==> config.mk <==
export PLATFORM = sky130hd
export DESIGN_NAME = rc_adder_arbiter
export DESIGN_NICKNAME = d
export VERILOG_FILES = /design/src/rtl/rc_adder_pkg.sv /design/src/rtl/rr_arbiter.sv /design/src/rtl/rc_adder_arbiter.sv
export SDC_FILE = /design/constraint.sdc
export NUM_CORES = 1
export LEC_CHECK = 0
export BUFFER_PORTS_ARGS = -buffer_cell sky130_fd_sc_hd__buf_2
export CAP_MARGIN = 25
export CORE_AREA = 5 5 305 307
export CTS_CLUSTER_SIZE = 14
export DETAILED_ROUTE_END_ITERATION = 7
export DIE_AREA = 0 0 310 312
export PLACE_DENSITY = 0.41
export SYNTH_ARGS = -nofsm -noshare
export SYNTH_HDL_FRONTEND = slang
export SYNTH_HIERARCHICAL = 1
export SYNTH_SLANG_ARGS = --single-unit
==> constraint.sdc <==
create_clock -name clk -period 8 [get_ports clk]
set_input_delay 0.8 -clock clk [delete_from_list [all_inputs] [get_ports clk]]
set_output_delay 0.8 -clock clk [all_outputs]
set_load 0.005 [all_outputs]
==> src/rtl/rc_adder_pkg.sv <==
// Shared constants and types for the round-robin front end of a pipelined ripple-carry adder.
package rc_adder_pkg;

  localparam int unsigned DefWidth = 64;
  localparam int unsigned DefNreq  = 4;
  localparam int unsigned DefLat   = 4;
  localparam int unsigned MaxIdw   = 16;

  function automatic int unsigned id_width(input int unsigned n);
    return (n <= 1) ? 1 : $clog2(n);
  endfunction

  // The id field is sized for the largest supported requester count; users slice the low bits.
  typedef struct packed {
    logic              valid;
    logic [MaxIdw-1:0] id;
  } tag_t;

endpackage

==> src/rtl/rr_arbiter.sv <==
// Round-robin arbiter: one-hot grant searching from ptr, ptr advances past the winner.
module rr_arbiter
  import rc_adder_pkg::*;
#(
  parameter int unsigned NREQ = DefNreq,
  parameter int unsigned IDW  = id_width(NREQ)
) (
  input  logic            clk_i,
  input  logic            rst_i,
  input  logic [NREQ-1:0] req_i,
  output logic [NREQ-1:0] gnt_o,
  output logic            gnt_valid_o,
  output logic [IDW-1:0]  gnt_id_o
);

  logic [IDW-1:0] ptr_q, ptr_d;
  logic           found;
  logic [IDW-1:0] found_id;

  always_comb begin
    found    = 1'b0;
    found_id = '0;
    for (int unsigned k = 0; k < NREQ; k++) begin
      int unsigned idx;
      idx = (32'(ptr_q) + k) % NREQ;
      if (!found && req_i[idx]) begin
        found    = 1'b1;
        found_id = IDW'(idx);
      end
    end
  end

  // Grants are suppressed while reset is held so no handshake can be observed by requesters.
  always_comb begin
    gnt_valid_o = found & ~rst_i;
    gnt_id_o    = found_id;
    gnt_o       = gnt_valid_o ? (NREQ'(1) << found_id) : '0;
  end

  always_comb begin
    ptr_d = ptr_q;
    if (gnt_valid_o) begin
      ptr_d = (found_id == IDW'(NREQ - 1)) ? '0 : IDW'(found_id + 1'b1);
    end
  end

  always_ff @(posedge clk_i or posedge rst_i) begin
    if (rst_i) begin
      ptr_q <= '0;
    end else begin
      ptr_q <= ptr_d;
    end
  end

endmodule

==> src/rtl/rc_adder_arbiter.sv <==
// Shares one external fixed-latency adder between NREQ requesters; results return tagged
// with the owning requester ID via a tag pipeline matched to the adder latency.
module rc_adder_arbiter
  import rc_adder_pkg::*;
#(
  parameter int unsigned WIDTH = DefWidth,
  parameter int unsigned NREQ  = DefNreq,
  parameter int unsigned LAT   = DefLat,
  parameter int unsigned IDW   = id_width(NREQ)
) (
  input  logic                  clk,
  input  logic                  rst,
  input  logic [NREQ-1:0]       req_valid,
  input  logic [NREQ*WIDTH-1:0] req_a,
  input  logic [NREQ*WIDTH-1:0] req_b,
  input  logic [NREQ-1:0]       req_cin,
  output logic [NREQ-1:0]       req_ready,
  output logic [WIDTH-1:0]      add_a,
  output logic [WIDTH-1:0]      add_b,
  output logic                  add_cin,
  input  logic [WIDTH-1:0]      add_sum,
  input  logic                  add_cout,
  output logic                  res_valid,
  output logic [IDW-1:0]        res_id,
  output logic [WIDTH-1:0]      res_sum,
  output logic                  res_cout,
  output logic                  busy
);

  logic [NREQ-1:0] gnt;
  logic            gnt_valid;
  logic [IDW-1:0]  gnt_id;

  rr_arbiter #(
    .NREQ(NREQ),
    .IDW (IDW)
  ) u_arb (
    .clk_i      (clk),
    .rst_i      (rst),
    .req_i      (req_valid),
    .gnt_o      (gnt),
    .gnt_valid_o(gnt_valid),
    .gnt_id_o   (gnt_id)
  );

  assign req_ready = gnt;

  logic [WIDTH-1:0] add_a_q, add_a_d;
  logic [WIDTH-1:0] add_b_q, add_b_d;
  logic             add_cin_q, add_cin_d;
  tag_t             issue_d;

  always_comb begin
    add_a_d   = add_a_q;
    add_b_d   = add_b_q;
    add_cin_d = add_cin_q;
    issue_d   = '0;
    if (gnt_valid) begin
      add_a_d           = req_a[32'(gnt_id) * WIDTH +: WIDTH];
      add_b_d           = req_b[32'(gnt_id) * WIDTH +: WIDTH];
      add_cin_d         = req_cin[gnt_id];
      issue_d.valid     = 1'b1;
      issue_d.id[IDW-1:0] = gnt_id;
    end
  end

  // tag_q[0] is the issue register; tag_q[LAT] lines up with add_sum.
  tag_t tag_q [LAT+1];

  always_ff @(posedge clk or posedge rst) begin
    if (rst) begin
      add_a_q   <= '0;
      add_b_q   <= '0;
      add_cin_q <= 1'b0;
      for (int unsigned k = 0; k <= LAT; k++) begin
        tag_q[k] <= '0;
      end
    end else begin
      add_a_q   <= add_a_d;
      add_b_q   <= add_b_d;
      add_cin_q <= add_cin_d;
      tag_q[0]  <= issue_d;
      for (int unsigned k = 1; k <= LAT; k++) begin
        tag_q[k] <= tag_q[k-1];
      end
    end
  end

  assign add_a   = add_a_q;
  assign add_b   = add_b_q;
  assign add_cin = add_cin_q;

  logic             res_valid_q;
  logic [IDW-1:0]   res_id_q;
  logic [WIDTH-1:0] res_sum_q;
  logic             res_cout_q;

  always_ff @(posedge clk or posedge rst) begin
    if (rst) begin
      res_valid_q <= 1'b0;
      res_id_q    <= '0;
      res_sum_q   <= '0;
      res_cout_q  <= 1'b0;
    end else begin
      res_valid_q <= tag_q[LAT].valid;
      if (tag_q[LAT].valid) begin
        res_id_q   <= tag_q[LAT].id[IDW-1:0];
        res_sum_q  <= add_sum;
        res_cout_q <= add_cout;
      end
    end
  end

  assign res_valid = res_valid_q;
  assign res_id    = res_id_q;
  assign res_sum   = res_sum_q;
  assign res_cout  = res_cout_q;

  // High ID bits beyond IDW are always zero and intentionally dropped.
  logic unused_tag_id;
  assign unused_tag_id = ^tag_q[LAT].id;

  always_comb begin
    busy = 1'b0;
    for (int unsigned k = 0; k <= LAT; k++) begin
      busy = busy | tag_q[k].valid;
    end
  end

endmodule

==> results of run 1 <==
worst reg2reg max path, cell delays in order, from the launching register on:
cell	delay [ns]
dfrtp_1	0.37
nor2b_1	0.07
o21bai_1	0.25
and3b_4	0.71
buf_12	0.61
mux2i_1	0.75
o221ai_1	0.18
registers in the layout, indices dropped and copies added (netlist names):
name / cells
add_a: 64
add_b: 64
res_sum: 64
tag_q: 15
res_id: 2
u_arb/ptr_q: 2
add_cin: 1
res_cout: 1
res_valid: 1
per-stage QoR:
| step | hold WS (ns) | cells | power (mW) | instance area, µm² | utilization (%) |
|---|---|---|---|---|---|
| after CTS | 0.115 | 2853 | 4.62 | 17300 | 19.3 |
| after global placement | 0.332 | 2808 | 3.35 | 16500 | 18.4 |
| after global routing | 0.160 | 2854 | 4.79 | 17300 | 19.3 |
| after floorplan | 0.331 | 914 | 2.64 | 11500 | - |
| after detailed placement | 0.336 | 2808 | 3.37 | 16500 | 18.4 |
| final | 0.182 | 2857 | 4.49 | 17400 | 19.3 |
path summary, 6_finish.rpt:
check / end / slack (ns) / cells past startpoint
worst max-delay path: req_ready[3] / 4.59 / 7
worst min-delay path: u_arb/ptr_q[0] / 0.18 / 2
worst max register to register: add_a[48] / 4.90 / 6
worst min register to register: tag_q[1] / 0.35 / 0
max in group asynchronous: res_sum[5] / 6.32 / 3
min in group clk: tag_q[1] / 0.35 / 0
final cells by class:
cell class	count	share of cell area, %
Clock buffer	40	4.81
Clock inverter	5	0.144
Inverter	5	0.166
Sequential cell	214	30.9
Antenna cell	4	0.0577
Tap cell	1176	8.48
Timing Repair Buffer	797	23.3
Multi-Input combinational cell	616	32.2
routing by layer:
layer	track usage, %	wire length [µm]	vias up
met5	0	25	-
met4	2.61	1340	4
met3	1.85	3460	60
met2	18.4	26700	480
met1	10.5	18600	5048
li1	-	-	4950
cells by family (layout without fill, tap and decap cells):
family | count (synthesis) | in the layout | share of synthesized area, %
AO/OA/AOI/OAI | 138 | 138 | 10.9
flip-flops | 214 | 214 | 46.7
multiplexers | 326 | 326 | 29.2
AND/OR/NAND/NOR | 148 | 148 | 8.06
adder cells (fa/ha/maj) | 4 | 4 | 0.437
buffers and inverters | 84 | 847 | 4.66
other | 0 | 4 | 0
power breakdown:
part           leakage (nW)  switching (mW)  internal, mW
clock network         0.434           0.474         0.709
registers              2.59           0.182          1.39
logic                  5.64           0.896         0.836
cell usage in the layout, fill, tap and decap left out, types with 2 or more instances in the layout:
cell type,synthesis,final
and2_2,4,4
buf_12,0,2
buf_2,13,788
buf_4,5,7
clkbuf_1,35,2
clkbuf_16,0,27
clkbuf_8,0,11
clkinv_2,0,5
dfrtp_1,214,213
diode_2,0,4
ha_1,4,4
inv_1,4,3
mux2_2,67,67
mux2i_1,258,258
nand2b_1,130,129
nor2_1,3,3
nor2b_1,3,3
o21a_1,2,2
o21bai_1,2,2
o221ai_1,120,120
o221ai_2,9,9
==> summary.txt, run 1 <==
outcome: complete, no violations
most area-consuming cells after synthesis: dfrtp_1, mux2i_1, o221ai_1
maximum frequency from static timing analysis: 293 MHz
top-count cell post-synth: mux2i_1
Setup Buffers After CTS: 0
maximum number of pins on one net before global-route repair: 117
max-cap violation count: 0
setup_tns: 0 ns
Synth Net Count: 1505
clock insertion delay at the later pin of the skew report: 0.55 ns
final setup slack of the worst path: 4.59 ns
placeable core region: 89700 µm²
count of cell types in the netlist: 33
number of global-route vias before repair: 11900
Clock Sink Count: 214
overall die area: 96700 µm²
total of fill cells in the finished design: 9935
number of buffers on the longest clock path: 3
Final Hold Violating Endpoints: 0
I/O pin cnt: 789
EDFF count, synth: 0
global-route wire length before repair: 72.1 mm
max-slew violation count: 0
CP startpoint: req_valid[1]
NumNets Final: 2252
most used cell, CP: buf_2
number of nets with antenna violations after routing: 0
prevailing post-synth register cell: dfrtp_1
crit path launch type: input pin
chain of cells forming the critical path: buf_2, and2b_2, o21bai_1, and3b_4, ha_1, and2_2, buf_2
antenna violations before repair: 6
startpoint of the lowest-slack register-to-register path: u_arb/ptr_q[0]
number of iterations in the first detailed-routing pass: 4
CP peak stage delay: 0.71 ns
clock transition time at the flip-flop clock pins of the worst setup and hold paths: 0.06 ns
transition time of the tightest slew-check pin: 0.942 ns
Residual DRC: 0
overall global routing resource usage: 9.50%
Synth area leader: dfrtp_1
worst slack at placement: 4.13 ns
initial DRC count: 409
share of the clock period used by the worst path: 42.7%
Leakage: 8.66 nW
count of mapped cells out of synthesis: 914
top post-synthesis cells by count: mux2i_1, dfrtp_1, nand2b_1
Sequential Area: 5360 µm²
min Tclk post-route: 3.41 ns
number of cell rows: 110
Crit path max-delay family: simple AND/OR/NAND/NOR gates
Placer Congestion: 0.836
cells resized by post-CTS repair: 0
number of hold buffers added after cts: 0
flip-flop and latch count after synthesis: 214
worst rel slew slack: 37.2%
initial cell density of the core: 12.8%
start-to-end type of the worst setup path: input pin to output pin
drt total wl: 50.1 mm
number of warnings printed during yosys synthesis: 6
clock tree from TritonCTS: built
critical path capture point type: output pin
Power Dens Cells: 259 nW/µm²
H-tree level count: 1
multi-input logic area: 5590 µm²
average wire per cell in the routed design: 17.5 µm
CP max FO: 34
Final Skew: 0.0160 ns
synthesized area: 11500 µm²
CP max stage cell: and3b_4
endpoints failing setup: 0
GR Overflow Total: 0
average cell area after synthesis: 12.5 µm²
floorplan die width: 310 µm
estimated wirelength of the detail-placed design: 39.7 mm
routed via count divided by cell count: 3.69
Area Overhead vs Synth: 51.4%
unrepaired setup endpoints after global routing: false
Crit path arrival time: 2.61 ns
Die Span Y: 312 µm
required time of the critical path: 7.20 ns
proportion of synthesized flip-flops having asynchronous set or reset: 100%
number of vias after detailed routing: 10500
Num CTS Buffers: 27
CTS Root Cell: clkbuf_16
Crit path buffers/inverters: 2
maximum vdd ir drop: 0.000199 V
sequential fraction of the synthesis area: 46.7%
input/output buffers: 788
type of the most critical hold path: input pin to asynchronous set/reset pin
fraction of layout cells with a size suffix above 1: 55.5%
Synth top area share: 46.7%
Note: power is estimated with default switching activity, not from simulation.
==> inputs of run 2 (changes only) <==
- CORE_AREA: 5 5 305 307 -> 5 5 302 304
- DIE_AREA: 0 0 310 312 -> 0 0 307 309
- PLACE_DENSITY: 0.41 -> 0.42
- clock period: 8 -> 2.9 ns (I/O delays scaled with it)
==> summary.txt, run 2 (synthesis gave the netlist of run 1 again) <==
required time of the critical path: 3.32 ns (-3.88 ns)
multi-input logic area: 5590 µm² (unchanged)
worst slack on hold paths: 0.0483 ns (-0.133 ns)
instance area at placement: 16800 µm² (+1.8%)
number of buffers on the longest clock path: 3 (unchanged)
number of cell rows: 109 (-0.91%)
transition time of the tightest slew-check pin: 0.622 ns (-0.319 ns)
endpoints failing setup: 0 (unchanged)
crit path launch type: flip-flop
input/output buffers: 788 (unchanged)
clock insertion delay at the later pin of the skew report: 0.57 ns (+0.02 ns)
clock transition time at the flip-flop clock pins of the worst setup and hold paths: 0.06 ns (about the same)
fraction of layout cells with a size suffix above 1: 52.1% (-3.3 points)
drt total wl: 50.8 mm (+1.4%)
outcome: complete, no violations
min Tclk post-route: 2.70 ns
CTS Root Cell: clkbuf_16
Leakage: 9.40 nW (+8.5%)
overall global routing resource usage: 9.78% (+0.27 points)
clock tree from TritonCTS: built
number of iterations in the first detailed-routing pass: 4 (unchanged)
switching power share of the total: 33.5% (-1.1 points)
number of placed cells counting well taps: 2819 (+0.39%)
Sequential Area: 5360 µm² (unchanged)
Die Span Y: 309 µm (-0.96%)
Setup Buffers After CTS: 0 (unchanged)
max-slew violation count: 0 (unchanged)
total of fill cells in the finished design: 9576 (-3.6%)
type of the most critical hold path: input pin to flip-flop
share of the clock period used by the worst path: 93.2%
overall die area: 94900 µm² (-1.9%)
Final Hold Violating Endpoints: 0 (unchanged)
Num CTS Buffers: 27 (unchanged)
worst rel slew slack: 58.5% (+21 points)
Final Skew: 0.0129 ns (-0.00308 ns)
Non-Filler Cell Area, Final: 19000 µm² (+9.6%)
Residual DRC: 0 (unchanged)
routed via count divided by cell count: 3.76 (+2.0%)
unrepaired setup endpoints after global routing: false
placeable core region: 88000 µm² (-2.0%)
Area Overhead vs Synth: 66.0%
Placer Congestion: 0.884 (+5.8%)
I/O pin cnt: 789 (unchanged)
clock network power share: 28.5% (+2.1 points)
average wire per cell in the routed design: 17.0 µm (-3.2%)
leading cell type in the layout, fill and taps excluded: buf_2
critical path capture point type: flip-flop
Cell Count, Final, Fillers Out: 2993 (+4.8%)
maximum frequency from static timing analysis: 370 MHz
H-tree level count: 1 (unchanged)
commonest cells after routing, fill and taps aside: buf_2, mux2i_1, dfrtp_1
number of nets with antenna violations after routing: 0 (unchanged)
maximum number of pins on one net before global-route repair: 137 (+17%)
number of global-route vias before repair: 12600 (+5.7%)
antenna violations before repair: 1 (-5)
max-cap violation count: 0 (unchanged)
fraction of power consumed by combinational cells: 39.1% (+0.5 points)
Power, Total: 13.4 mW (+200%)
initial cell density of the core: 13.0% (+0.26 points)
P_sw: 4.49 mW (+190%)
design internal power: 8.90 mW (+200%)
Clock Sink Count: 214 (unchanged)
Sequential Power Share: 32.4% (-2.6 points)
CP max FO: 40 (+18%)
initial DRC count: 480 (+17%)
global-route wire length before repair: 73.9 mm (+2.6%)
floorplan die width: 307 µm (-0.97%)
Power Dens Cells: 704 nW/µm² (+170%)
Crit path arrival time: 3.12 ns (+0.51 ns)
cells resized by post-CTS repair: 0 (unchanged)
NumNets Final: 2398 (+6.5%)
estimated wirelength of the detail-placed design: 39.3 mm (-1.1%)
GR Overflow Total: 0 (unchanged)
number of vias after detailed routing: 11300 (+6.8%)
maximum vdd ir drop: 0.000377 V (+89%)
start-to-end type of the worst setup path: flip-flop to flip-flop
run 2: routing by layer:
metal	track usage, %	share of wire [%]
met4	2.94	2.4
met2	18.7	54
met1	10.9	37
met3	1.97	7.1
met5	0	0
run 2: final cells by class:
cell class                 instances  area share, %
sequential                       214           28.1
timing repair buffer             943           29.4
inverter                           5          0.125
antenna                            1         0.0132
clock buffer                      37           3.96
clock inverter                    12           1.32
multi-input combinational        616           29.4
tap                             1165           7.66
run 2: path summary, 6_finish.rpt:
path | startpoint | to | slack [ns] | cells past startpoint
worst max-delay path | u_arb/ptr_q[0] | add_a[0] | 0.20 | 8
max in group asynchronous | rst | add_a[11] | 1.81 | 5
worst min register to register | tag_q[35] | tag_q[18] | 0.35 | 0
worst max register to register | u_arb/ptr_q[0] | add_a[0] | 0.20 | 8
min in group asynchronous | rst | u_arb/ptr_q[1] | 0.19 | 3
worst min-delay path | req_b[4] | add_b[4] | 0.05 | 3
run 2: power groups by stage:
stage | Clock [mW] | Combinational [mW] | Sequential (mW)
floorplan | 0 | 2.90 | 4.37
global placement | 0 | 5.08 | 4.37
detailed placement | 0 | 5.14 | 4.36
CTS | 4.00 | 5.37 | 4.34
global route | 4.10 | 5.69 | 4.43
finish | 3.82 | 5.23 | 4.33
run 2: worst max-delay path, stage by stage, from the launching register on:
cell and delay [ns]:
dfrtp_1 0.38, nor2b_1 0.08, o21bai_1 0.24, and3b_4 0.27, buf_12 0.24, buf_4 0.32, mux2i_1 0.20, dlygate4sd3_1 0.56
o221ai_1 0.12
run 2: metrics by stage:
step	utilization (%)	setup TNS (ns)	setup slack (ns)
finish	21.6	0	0.198
global route	21.6	0	0.102
CTS	21.6	0	0.216
detailed placement	19.1	0	0.275
global placement	19.1	0	0.329
floorplan	-	-30.99	-0.146
run 2: what timing repair did:
| item | in CTS | in global routing |
|---|---|---|
| hold buffers | 124 | 0 |
| setup endpoints to repair | 0 | 0 |
| endpoints found under the hold margin | 202 | 0 |
